==> config.mk <==
export PLATFORM = sky130hd
export DESIGN_NAME = mdu_hazard_ctrl
export DESIGN_NICKNAME = d
export VERILOG_FILES = /design/src/rtl/mdu_hazard_ctrl.sv
export SDC_FILE = /design/constraint.sdc
export NUM_CORES = 1
export LEC_CHECK = 0
export ABC_AREA = 1
export ABC_CLOCK_PERIOD_IN_PS = 1800
export BUFFER_PORTS_ARGS = -buffer_cell sky130_fd_sc_hd__buf_2
export CAP_MARGIN = 40
export CORE_ASPECT_RATIO = 1.1
export CORE_MARGIN = 4
export CORE_UTILIZATION = 41
export CTS_CLUSTER_DIAMETER = 100
export CTS_CLUSTER_SIZE = 25
export DETAILED_ROUTE_END_ITERATION = 8
export PLACE_DENSITY = 0.67
export SLEW_MARGIN = 40
export SYNTH_ARGS = -nofsm -noshare
export SYNTH_HDL_FRONTEND = slang
export SYNTH_SLANG_ARGS = --single-unit
export TNS_END_PERCENT = 5
==> constraint.sdc <==
create_clock -name clk -period 1.8 [get_ports clk]
set_clock_uncertainty 0.1 [all_clocks]
set_input_delay 0.09 -clock clk [delete_from_list [all_inputs] [get_ports clk]]
set_output_delay 0.09 -clock clk [all_outputs]
set_load 0.01 [all_outputs]
==> src/rtl/mdu_hazard_ctrl.sv <==
// Hazard/stall controller for the 5-stage RV32 pipeline with a multi-cycle MUL/DIV unit in EX.
// Handles load-use stalls, taken-branch flushes, MDU launch/freeze with a watchdog,
// and a saturating stall-cycle counter.
module mdu_hazard_ctrl #(
    parameter int unsigned TIMEOUT = 64,
    parameter int unsigned CNT_W   = 32
) (
    input  logic             clk,
    input  logic             rst_n,
    input  logic [4:0]       Rs1D,
    input  logic [4:0]       Rs2D,
    input  logic [4:0]       RdE,
    input  logic             ResultSrcE0,
    input  logic             PCSrcE,
    input  logic             MduOpE,
    input  logic             MduDone,
    output logic             StallF,
    output logic             StallD,
    output logic             StallE,
    output logic             FlushD,
    output logic             FlushE,
    output logic             FlushM,
    output logic             MduStart,
    output logic             MduKill,
    output logic             MduErr,
    output logic [CNT_W-1:0] StallCount
);

    localparam int unsigned     TMR_W    = 8;
    localparam logic [TMR_W-1:0] TMR_LAST = TMR_W'(TIMEOUT - 1);

    typedef enum logic {
        IDLE = 1'b0,
        BUSY = 1'b1
    } state_e;

    state_e             state_q, state_d;
    logic [TMR_W-1:0]   tmr_q, tmr_d;
    logic               err_q, err_d;
    logic               kill_q, kill_d;
    logic [CNT_W-1:0]   cnt_q, cnt_d;

    logic lw_stall;
    logic stall_f, stall_d, stall_e, flush_d, flush_e, flush_m, start, kill;

    // Load in E whose destination feeds either source of the instruction in D.
    assign lw_stall = ResultSrcE0 && (RdE != 5'd0) && ((Rs1D == RdE) || (Rs2D == RdE));

    // Next-state, watchdog and control decode; controls are zeroed while in reset.
    always_comb begin
        state_d = state_q;
        tmr_d   = tmr_q;
        err_d   = err_q;
        kill_d  = 1'b0;
        stall_f = 1'b0;
        stall_d = 1'b0;
        stall_e = 1'b0;
        flush_d = 1'b0;
        flush_e = 1'b0;
        flush_m = 1'b0;
        start   = 1'b0;
        kill    = 1'b0;

        case (state_q)
            IDLE: begin
                // After a kill, E still holds the aborted MDU op: flush it, never relaunch it.
                if (MduOpE && !kill_q) begin
                    start   = 1'b1;
                    stall_f = 1'b1;
                    stall_d = 1'b1;
                    stall_e = 1'b1;
                    flush_m = 1'b1;
                    tmr_d   = '0;
                    state_d = BUSY;
                end else begin
                    stall_f = lw_stall;
                    stall_d = lw_stall;
                    flush_e = lw_stall || PCSrcE || kill_q;
                    flush_d = PCSrcE;
                end
            end
            BUSY: begin
                if (MduDone) begin
                    state_d = IDLE;
                end else begin
                    stall_f = 1'b1;
                    stall_d = 1'b1;
                    stall_e = 1'b1;
                    flush_m = 1'b1;
                    tmr_d   = tmr_q + TMR_W'(1);
                    if (tmr_q == TMR_LAST) begin
                        kill    = 1'b1;
                        kill_d  = 1'b1;
                        err_d   = 1'b1;
                        state_d = IDLE;
                    end
                end
            end
            default: state_d = IDLE;
        endcase

        if (!rst_n) begin
            stall_f = 1'b0;
            stall_d = 1'b0;
            stall_e = 1'b0;
            flush_d = 1'b0;
            flush_e = 1'b0;
            flush_m = 1'b0;
            start   = 1'b0;
            kill    = 1'b0;
        end

        cnt_d = cnt_q;
        if (stall_f && (cnt_q != {CNT_W{1'b1}})) begin
            cnt_d = cnt_q + CNT_W'(1);
        end
    end

    // State, watchdog, sticky error, kill follow-up and perf counter registers.
    always_ff @(posedge clk) begin
        if (!rst_n) begin
            state_q <= IDLE;
            tmr_q   <= '0;
            err_q   <= 1'b0;
            kill_q  <= 1'b0;
            cnt_q   <= '0;
        end else begin
            state_q <= state_d;
            tmr_q   <= tmr_d;
            err_q   <= err_d;
            kill_q  <= kill_d;
            cnt_q   <= cnt_d;
        end
    end

    assign StallF     = stall_f;
    assign StallD     = stall_d;
    assign StallE     = stall_e;
    assign FlushD     = flush_d;
    assign FlushE     = flush_e;
    assign FlushM     = flush_m;
    assign MduStart   = start;
    assign MduKill    = kill;
    assign MduErr     = rst_n && err_q;
    assign StallCount = rst_n ? cnt_q : '0;

endmodule

==> run metrics, run 1 <==
minimum clock period around 1.7 ns; CTS root buf sky130_fd_sc_hd__clkbuf_8; largest net degree at the start of global routing 41; number of hold-slack violations in the final timing report 0; peak supply drop approximately 320 µV; total half-perimeter wirelength after legalization and detailed placement between 6000 and 7000 µm; CTS tree done; worst-case reg-to-reg path depth 13; Post-Place Worst Slack -0.0759 ns; non-filler cells, final approximately 730; ANT cells 0; CP Class register to register; remaining global-route overflow 0; Worst-Skew Late Latency 0.30 ns; count of unique library cells instantiated by Yosys 34; async set or reset register ratio after synthesis 0%; ratio of cells with drive above 1 in the final layout 27.8%; global routing met2 resource utilization a little over a third; starting density of the core a little over two fifths; core outline area 7430 µm²; Register-to-Register Setup Slack about 0.057 ns; global-route met1 utilization about a quarter; dominant cell by count in the synthesized netlist sky130_fd_sc_hd__nand2_1; # nets final about 670; met3 track demand over resource in global routing under 10%; routed wire length 9100 µm; Max Root-Sink Buffers 2; startpoint types register; GRT Util Overall between 10% and 20%; router iterations before antenna repair 5; total via count after detailed routing roughly 3600; fill cell instance count of the final layout 760; path category of the worst min-delay check input pin to register; PnR worst setup slack approximately 0.057 ns; post-synthesis to final-layout area growth 34.1%; max capacitance violation total 0; number of synthesized flops with an enable pin 0; Worst path max stage delay roughly 0.36 ns; instance count after placement with tap cells included ~710; most frequent cells after synthesis sky130_fd_sc_hd__nand2_1, sky130_fd_sc_hd__inv_1, sky130_fd_sc_hd__nor2_1; DIE WIDTH between 90 and 100 µm; post-synthesis cell type with the largest combined area sky130_fd_sc_hd__dfxtp_1; DR iter-0 viols 160; vias per std cell between 4 and 5; cells after synthesis 537; gate family responsible for the most delay along the worst path buffers and inverters; measured slew at the worst slew-check pin ~0.44 ns; Leak Pwr between 2 and 2.5 nW; H-tree levels 2; number of nets with antenna violations after routing 0; top cells by area, synth sky130_fd_sc_hd__dfxtp_1, sky130_fd_sc_hd__nand2_1, sky130_fd_sc_hd__inv_1, sky130_fd_sc_hd__nand3_1, sky130_fd_sc_hd__nor2_1; origin of the critical flop-to-flop path tmr_q[1]; CTS clk-pin slew, worst paths around 0.09 ns; Worst Path Arrival ~1.9 ns; Syn. warnings 0; number of buffers inserted by port buffering ~60; vias in the first global route 3264; Inserted Clock Buffers 5; Netlist Area Pre-Place 3130 µm²; Critical Path Source tmr_q[1]; post-synth net total 560; WHS Path Cells 5; end of the worst hold path tmr_q[1]; final worst-path cycle share between 90% and 100%; global-route wire length before repair ~15000 µm; count of pins on the block boundary 62; endpoint required time on the critical path approximately 1.9 ns; Reg-to-Reg End state_q; Worst slew margin a little over two thirds; fraction of post-synthesis cell area in the top cell type by area approximately 28%; flop and latch count out of synthesis 43; clock net sink count 43; setup violators final 0; unrepaired setup endpoints after global routing yes; cell repeated most along the worst path sky130_fd_sc_hd__buf_4; Critical Path, Cell by Cell ha_4 -> nand2_4 -> nor2_4 -> inv_2 -> nor4_4 -> buf_4 -> buf_4 -> buf_4 -> buf_4 -> buf_4 -> nand2_1 -> nand2_1 -> inv_1; maximum frequency from static timing analysis between 0.5 and 0.6 GHz; Avg Inst Size Synth ~5.8 µm²; most utilized layer in the global route result met2; register area share after synthesis between 20% and 30%; crit end category register; result of the run finished, final reports clean; slowest CP cell sky130_fd_sc_hd__dfxtp_2; max-slew violation count 0; DRC errors left 0; Routed WL per cell roughly 12 µm; total power divided by cell area approximately 440 nW/µm²; worst-path maximum fanout 2; last weighted congestion value of the routability-driven placer between 0.9 and 1; combined buffer and inverter count along the critical path 7; area enclosed by the die boundary ~9100 µm²; dominant register cell in the synthesized netlist sky130_fd_sc_hd__dfxtp_1; number of rows created at floorplan 33; die extent in y between 90 and 100 µm; startpoint of the worst hold path MduDone; initial antenna violation count 0
-- kinds of logic after synthesis --
group | count (synthesis) | share of synthesized area, %
compound gates | 45 | 7.48
flops | 43 | 27.5
xor+xnor | 19 | 5.32
fa+ha+maj | 2 | 0.800
simple gates | 328 | 45.9
buf+inv | 100 | 13.0
-- where the power goes --
group          total (mW)  internal [mW]  switching [mW]
Sequential          0.964          0.957         0.00730
Clock               0.632          0.271           0.362
Combinational       0.251         0.0971           0.154
-- layout make-up --
class / count / area, µm² / share of cell area [%]
well taps: 87 / 109 / 2.60
clock buffers: 5 / 68.8 / 1.64
repair buffers: 118 / 766 / 18.3
flip-flops and latches: 43 / 882 / 21.0
multi-input cells: 394 / 2040 / 48.6
clock inverters: 3 / 20.0 / 0.478
inverters: 81 / 308 / 7.34
-- worst max-delay path by stage --
| stage | depth (start not counted) | slack, ns | end |
|---|---|---|---|
| finish | 13 | 0.06 | state_q |
| global route | 7 | -0.06 | cnt_q[9] |
| CTS | 8 | -0.05 | MduKill |
| detailed placement | 9 | -0.08 | cnt_q[27] |
| global placement | 9 | -0.02 | cnt_q[31] |
| floorplan | 9 | 0.02 | cnt_q[10] |
-- stage by stage --
step	hold WS [ns]	setup TNS (ns)	power, mW	instance area (µm²)	util [%]
6_report	0.125	0	1.85	4190	56.4
5_1_grt	0.161	-0.575	1.92	4190	56.4
4_1_cts	0.0853	-0.0605	1.85	4000	53.8
3_5_place_dp	0.340	-1.54	1.21	3760	50.5
3_3_place_gp	0.334	-0.281	1.20	3760	50.5
2_1_floorplan	0.167	0	1.12	3130	-
-- cells in the final DEF (no fill, tap or decap), types with 2 or more instances in the layout --
master	Yosys	final
sky130_fd_sc_hd__nand2_1	188	182
sky130_fd_sc_hd__nor3_1	10	8
sky130_fd_sc_hd__a21oi_1	35	33
sky130_fd_sc_hd__dfxtp_2	0	11
sky130_fd_sc_hd__buf_12	0	2
sky130_fd_sc_hd__xor2_1	12	12
sky130_fd_sc_hd__o21ai_0	5	5
sky130_fd_sc_hd__nor3_4	0	3
sky130_fd_sc_hd__nor2_4	2	4
sky130_fd_sc_hd__clkinvlp_4	0	3
sky130_fd_sc_hd__dfxtp_1	43	30
sky130_fd_sc_hd__buf_2	7	61
sky130_fd_sc_hd__nor2_2	0	5
sky130_fd_sc_hd__inv_1	79	75
sky130_fd_sc_hd__nand3b_1	6	6
sky130_fd_sc_hd__nor3_2	4	3
sky130_fd_sc_hd__xnor2_1	7	7
sky130_fd_sc_hd__buf_6	2	2
sky130_fd_sc_hd__clkbuf_8	0	5
sky130_fd_sc_hd__nand2_4	1	3
sky130_fd_sc_hd__a21oi_2	0	2
sky130_fd_sc_hd__ha_4	0	2
sky130_fd_sc_hd__nor2_1	56	49
sky130_fd_sc_hd__inv_2	1	4
sky130_fd_sc_hd__nand2_8	0	2
sky130_fd_sc_hd__buf_4	2	53
sky130_fd_sc_hd__nand2_2	2	4
sky130_fd_sc_hd__nand4_1	7	7
sky130_fd_sc_hd__dfxtp_4	0	2
sky130_fd_sc_hd__nand3_1	44	44
-- routing by layer --
metal	share of wire (%)	vias up
met5	0	-
met4	1.9	0
met3	3.5	12
met2	51	75
met1	44	1660
li1	-	1883
-- state kept, by name, summed over array words and instances, names as in the netlist --
signal,flops
kill_q,1
tmr_q,8
err_q,1
cnt_q,32
state_q,1
-- worst min-delay path, cell delays in order --
cell                      delay [ns]
sky130_fd_sc_hd__buf_2          0.08
sky130_fd_sc_hd__or2_4          0.11
sky130_fd_sc_hd__inv_1          0.09
sky130_fd_sc_hd__nand2_1        0.07
sky130_fd_sc_hd__a21oi_1        0.05
-- repair_timing --
| item | in CTS | in global routing |
|---|---|---|
| gates resized for setup | 20 | 39 |
| endpoints found under the setup margin | 32 | 37 |
| setup buffers | 10 | 8 |
| gates cloned | 0 | 0 |
| pin swaps | 5 | 11 |
| hold buffers | 0 | 0 |
Power figures use the tool's default switching activity.
==> run 2: changes to the inputs <==
Settings changed: REMOVE_ABC_BUFFERS set to 1.
==> run 2 against run 1 <==
  * Largest power group unchanged
  * Final cell count is 0.68% lower
  * Maximum frequency is 2.1% lower
  * Core utilization is 1.2 points higher
  * Combinational power is 5% higher
  * Flip-flop and latch count stayed put
  * Power is 8.8% higher
  * Sequential power hardly changed
  * Non-clock buffer count is 7 lower
  * Global-route usage is 0.51 points lower
  * Die area stayed put
  * Via count is 2.0% lower
==> run metrics, run 2 (synthesis gave the netlist of run 1 again) <==
result of the run finished, final reports clean; GRT Util Overall roughly 20%; worst-case reg-to-reg path depth 10; ratio of cells with drive above 1 in the final layout around 28%; CP Class register to register; instance count after placement with tap cells included between 700 and 800; vias in the first global route roughly 3200; cell repeated most along the worst path sky130_fd_sc_hd__nor2_4; combined buffer and inverter count along the critical path 2; non-filler cells, final between 700 and 800; area of all placed cells without fillers about 4300 µm²; total half-perimeter wirelength after legalization and detailed placement between 6000 and 7000 µm; starting density of the core a little over two fifths; unrepaired setup endpoints after global routing yes; total power divided by cell area around 470 nW/µm²; initial antenna violation count 0; crit end category register; count of pins on the block boundary 62; Inserted Clock Buffers 5; endpoint required time on the critical path approximately 1.9 ns; WHS Path Cells 5; minimum clock period ~1.8 ns; logic depth of the worst path, buffers included 10; router iterations before antenna repair 4; clock net sink count 43; setup TNS 0 ns; most common library cell in the layout ignoring fill and taps sky130_fd_sc_hd__nand2_1; global-route wire length before repair between 10000 and 15000 µm; peak supply drop around 270 µV; number of rows created at floorplan 33; Worst Path Arrival around 1.9 ns; # nets final ~660; Routed WL per cell ~13 µm; Post-CTS Hold Fix Bufs 0; core outline area roughly 7400 µm²; max FFs per register 32; slowest CP cell sky130_fd_sc_hd__dfxtp_2; fill cell instance count of the final layout 739; instance area at placement around 3800 µm²; last weighted congestion value of the routability-driven placer approximately 0.92; worst-path maximum fanout 8; setup violators final 0; number of buffers inserted by port buffering 61; Leak Pwr 2.15 nW; routed wire length about 9400 µm; Worst-Skew Late Latency about 0.30 ns; post-synthesis to final-layout area growth 36.9%; largest net degree at the start of global routing 34; Post-Place Worst Slack -0.0619 ns; die extent in y approximately 100 µm; CTS clk-pin slew, worst paths ~0.09 ns; path category of the worst min-delay check input pin to register; Worst slew margin about three quarters; core utilization of the finished layout 57.6%; largest registers cnt_q (32), tmr_q (8); DR iter-0 viols about 130; measured slew at the worst slew-check pin roughly 0.39 ns; vias per std cell between 4 and 5; CTS tree done; number of nets with antenna violations after routing 0; startpoint types register; Max Root-Sink Buffers 2; total via count after detailed routing approximately 3600; ANT cells 0; Register-to-Register Setup Slack around 0.02 ns; Worst path max stage delay around 0.36 ns; Critical Path, Cell by Cell ha_4 -> nand2_4 -> nor2_4 -> nand4_4 -> nor2_4 -> nand3_4 -> buf_12 -> clkbuf_16 -> nand3_1 -> a21oi_1; total power after layout 2.01 mW; max-slew violation count 0; remaining global-route overflow 0; final worst-path cycle share a little over nine tenths; max capacitance violation total 0; register with the most flip-flops cnt_q; area enclosed by the die boundary 9090 µm²; gate family responsible for the most delay along the worst path simple AND/OR/NAND/NOR gates; H-tree levels 2; DIE WIDTH 91.3 µm; PnR worst setup slack 0.0199 ns; maximum frequency from static timing analysis 0.562 GHz; worst hold-check slack ~0.13 ns; CTS root buf sky130_fd_sc_hd__clkbuf_8; number of hold-slack violations in the final timing report 0; commonest cells after routing, fill and taps aside sky130_fd_sc_hd__nand2_1, sky130_fd_sc_hd__inv_1, sky130_fd_sc_hd__buf_2, sky130_fd_sc_hd__nor2_1, sky130_fd_sc_hd__buf_4; DRC errors left 0
## run 2: path summary, 6_finish.rpt
| check | from | endpoint |
|---|---|---|
| worst max-delay path | cnt_q[0] | cnt_q[25] |
| worst min-delay path | MduDone | tmr_q[1] |
| worst max register to register | cnt_q[0] | cnt_q[25] |
| worst min register to register | tmr_q[4] | tmr_q[4] |
## run 2: layer usage
layer	vias up	global-route usage, %	share of wire, %
li1	1869	-	-
met1	1615	24.7	45
met2	67	35.0	50
met3	5	2.27	3.7
met4	0	4.87	0.75
met5	-	0	0
## run 2: worst reg2reg max path, cell delays in order, from the launching register on
cell	delay, ns
sky130_fd_sc_hd__dfxtp_2	0.36
sky130_fd_sc_hd__ha_4	0.16
sky130_fd_sc_hd__nand2_4	0.07
sky130_fd_sc_hd__nor2_4	0.15
sky130_fd_sc_hd__nand4_4	0.10
sky130_fd_sc_hd__nor2_4	0.14
sky130_fd_sc_hd__nand3_4	0.09
sky130_fd_sc_hd__buf_12	0.18
sky130_fd_sc_hd__clkbuf_16	0.17
sky130_fd_sc_hd__nand3_1	0.08
sky130_fd_sc_hd__a21oi_1	0.06
## run 2: final cells by class
cell class	instances	area (µm²)	share of cell area (%)
tap	87	109	2.54
sequential	43	875	20.4
inverter	81	304	7.10
clock inverter	3	43.8	1.02
multi-input combinational	396	2100	49.2
clock buffer	5	68.8	1.61
timing repair buffer	111	776	18.1
## run 2: what timing repair did
item,4_1_cts,5_1_grt
gates resized for setup,14,49
endpoints found under the setup margin,30,35
buffers inserted,1,5
hold endpoints to repair,0,0
pin swaps,3,18
cloned,0,4
## run 2: report_power, final
group	switching, mW	leakage (nW)	internal (mW)
logic	0.165	1.74	0.0984
registers	0.00577	0.352	0.958
clock network	0.369	0.0581	0.414
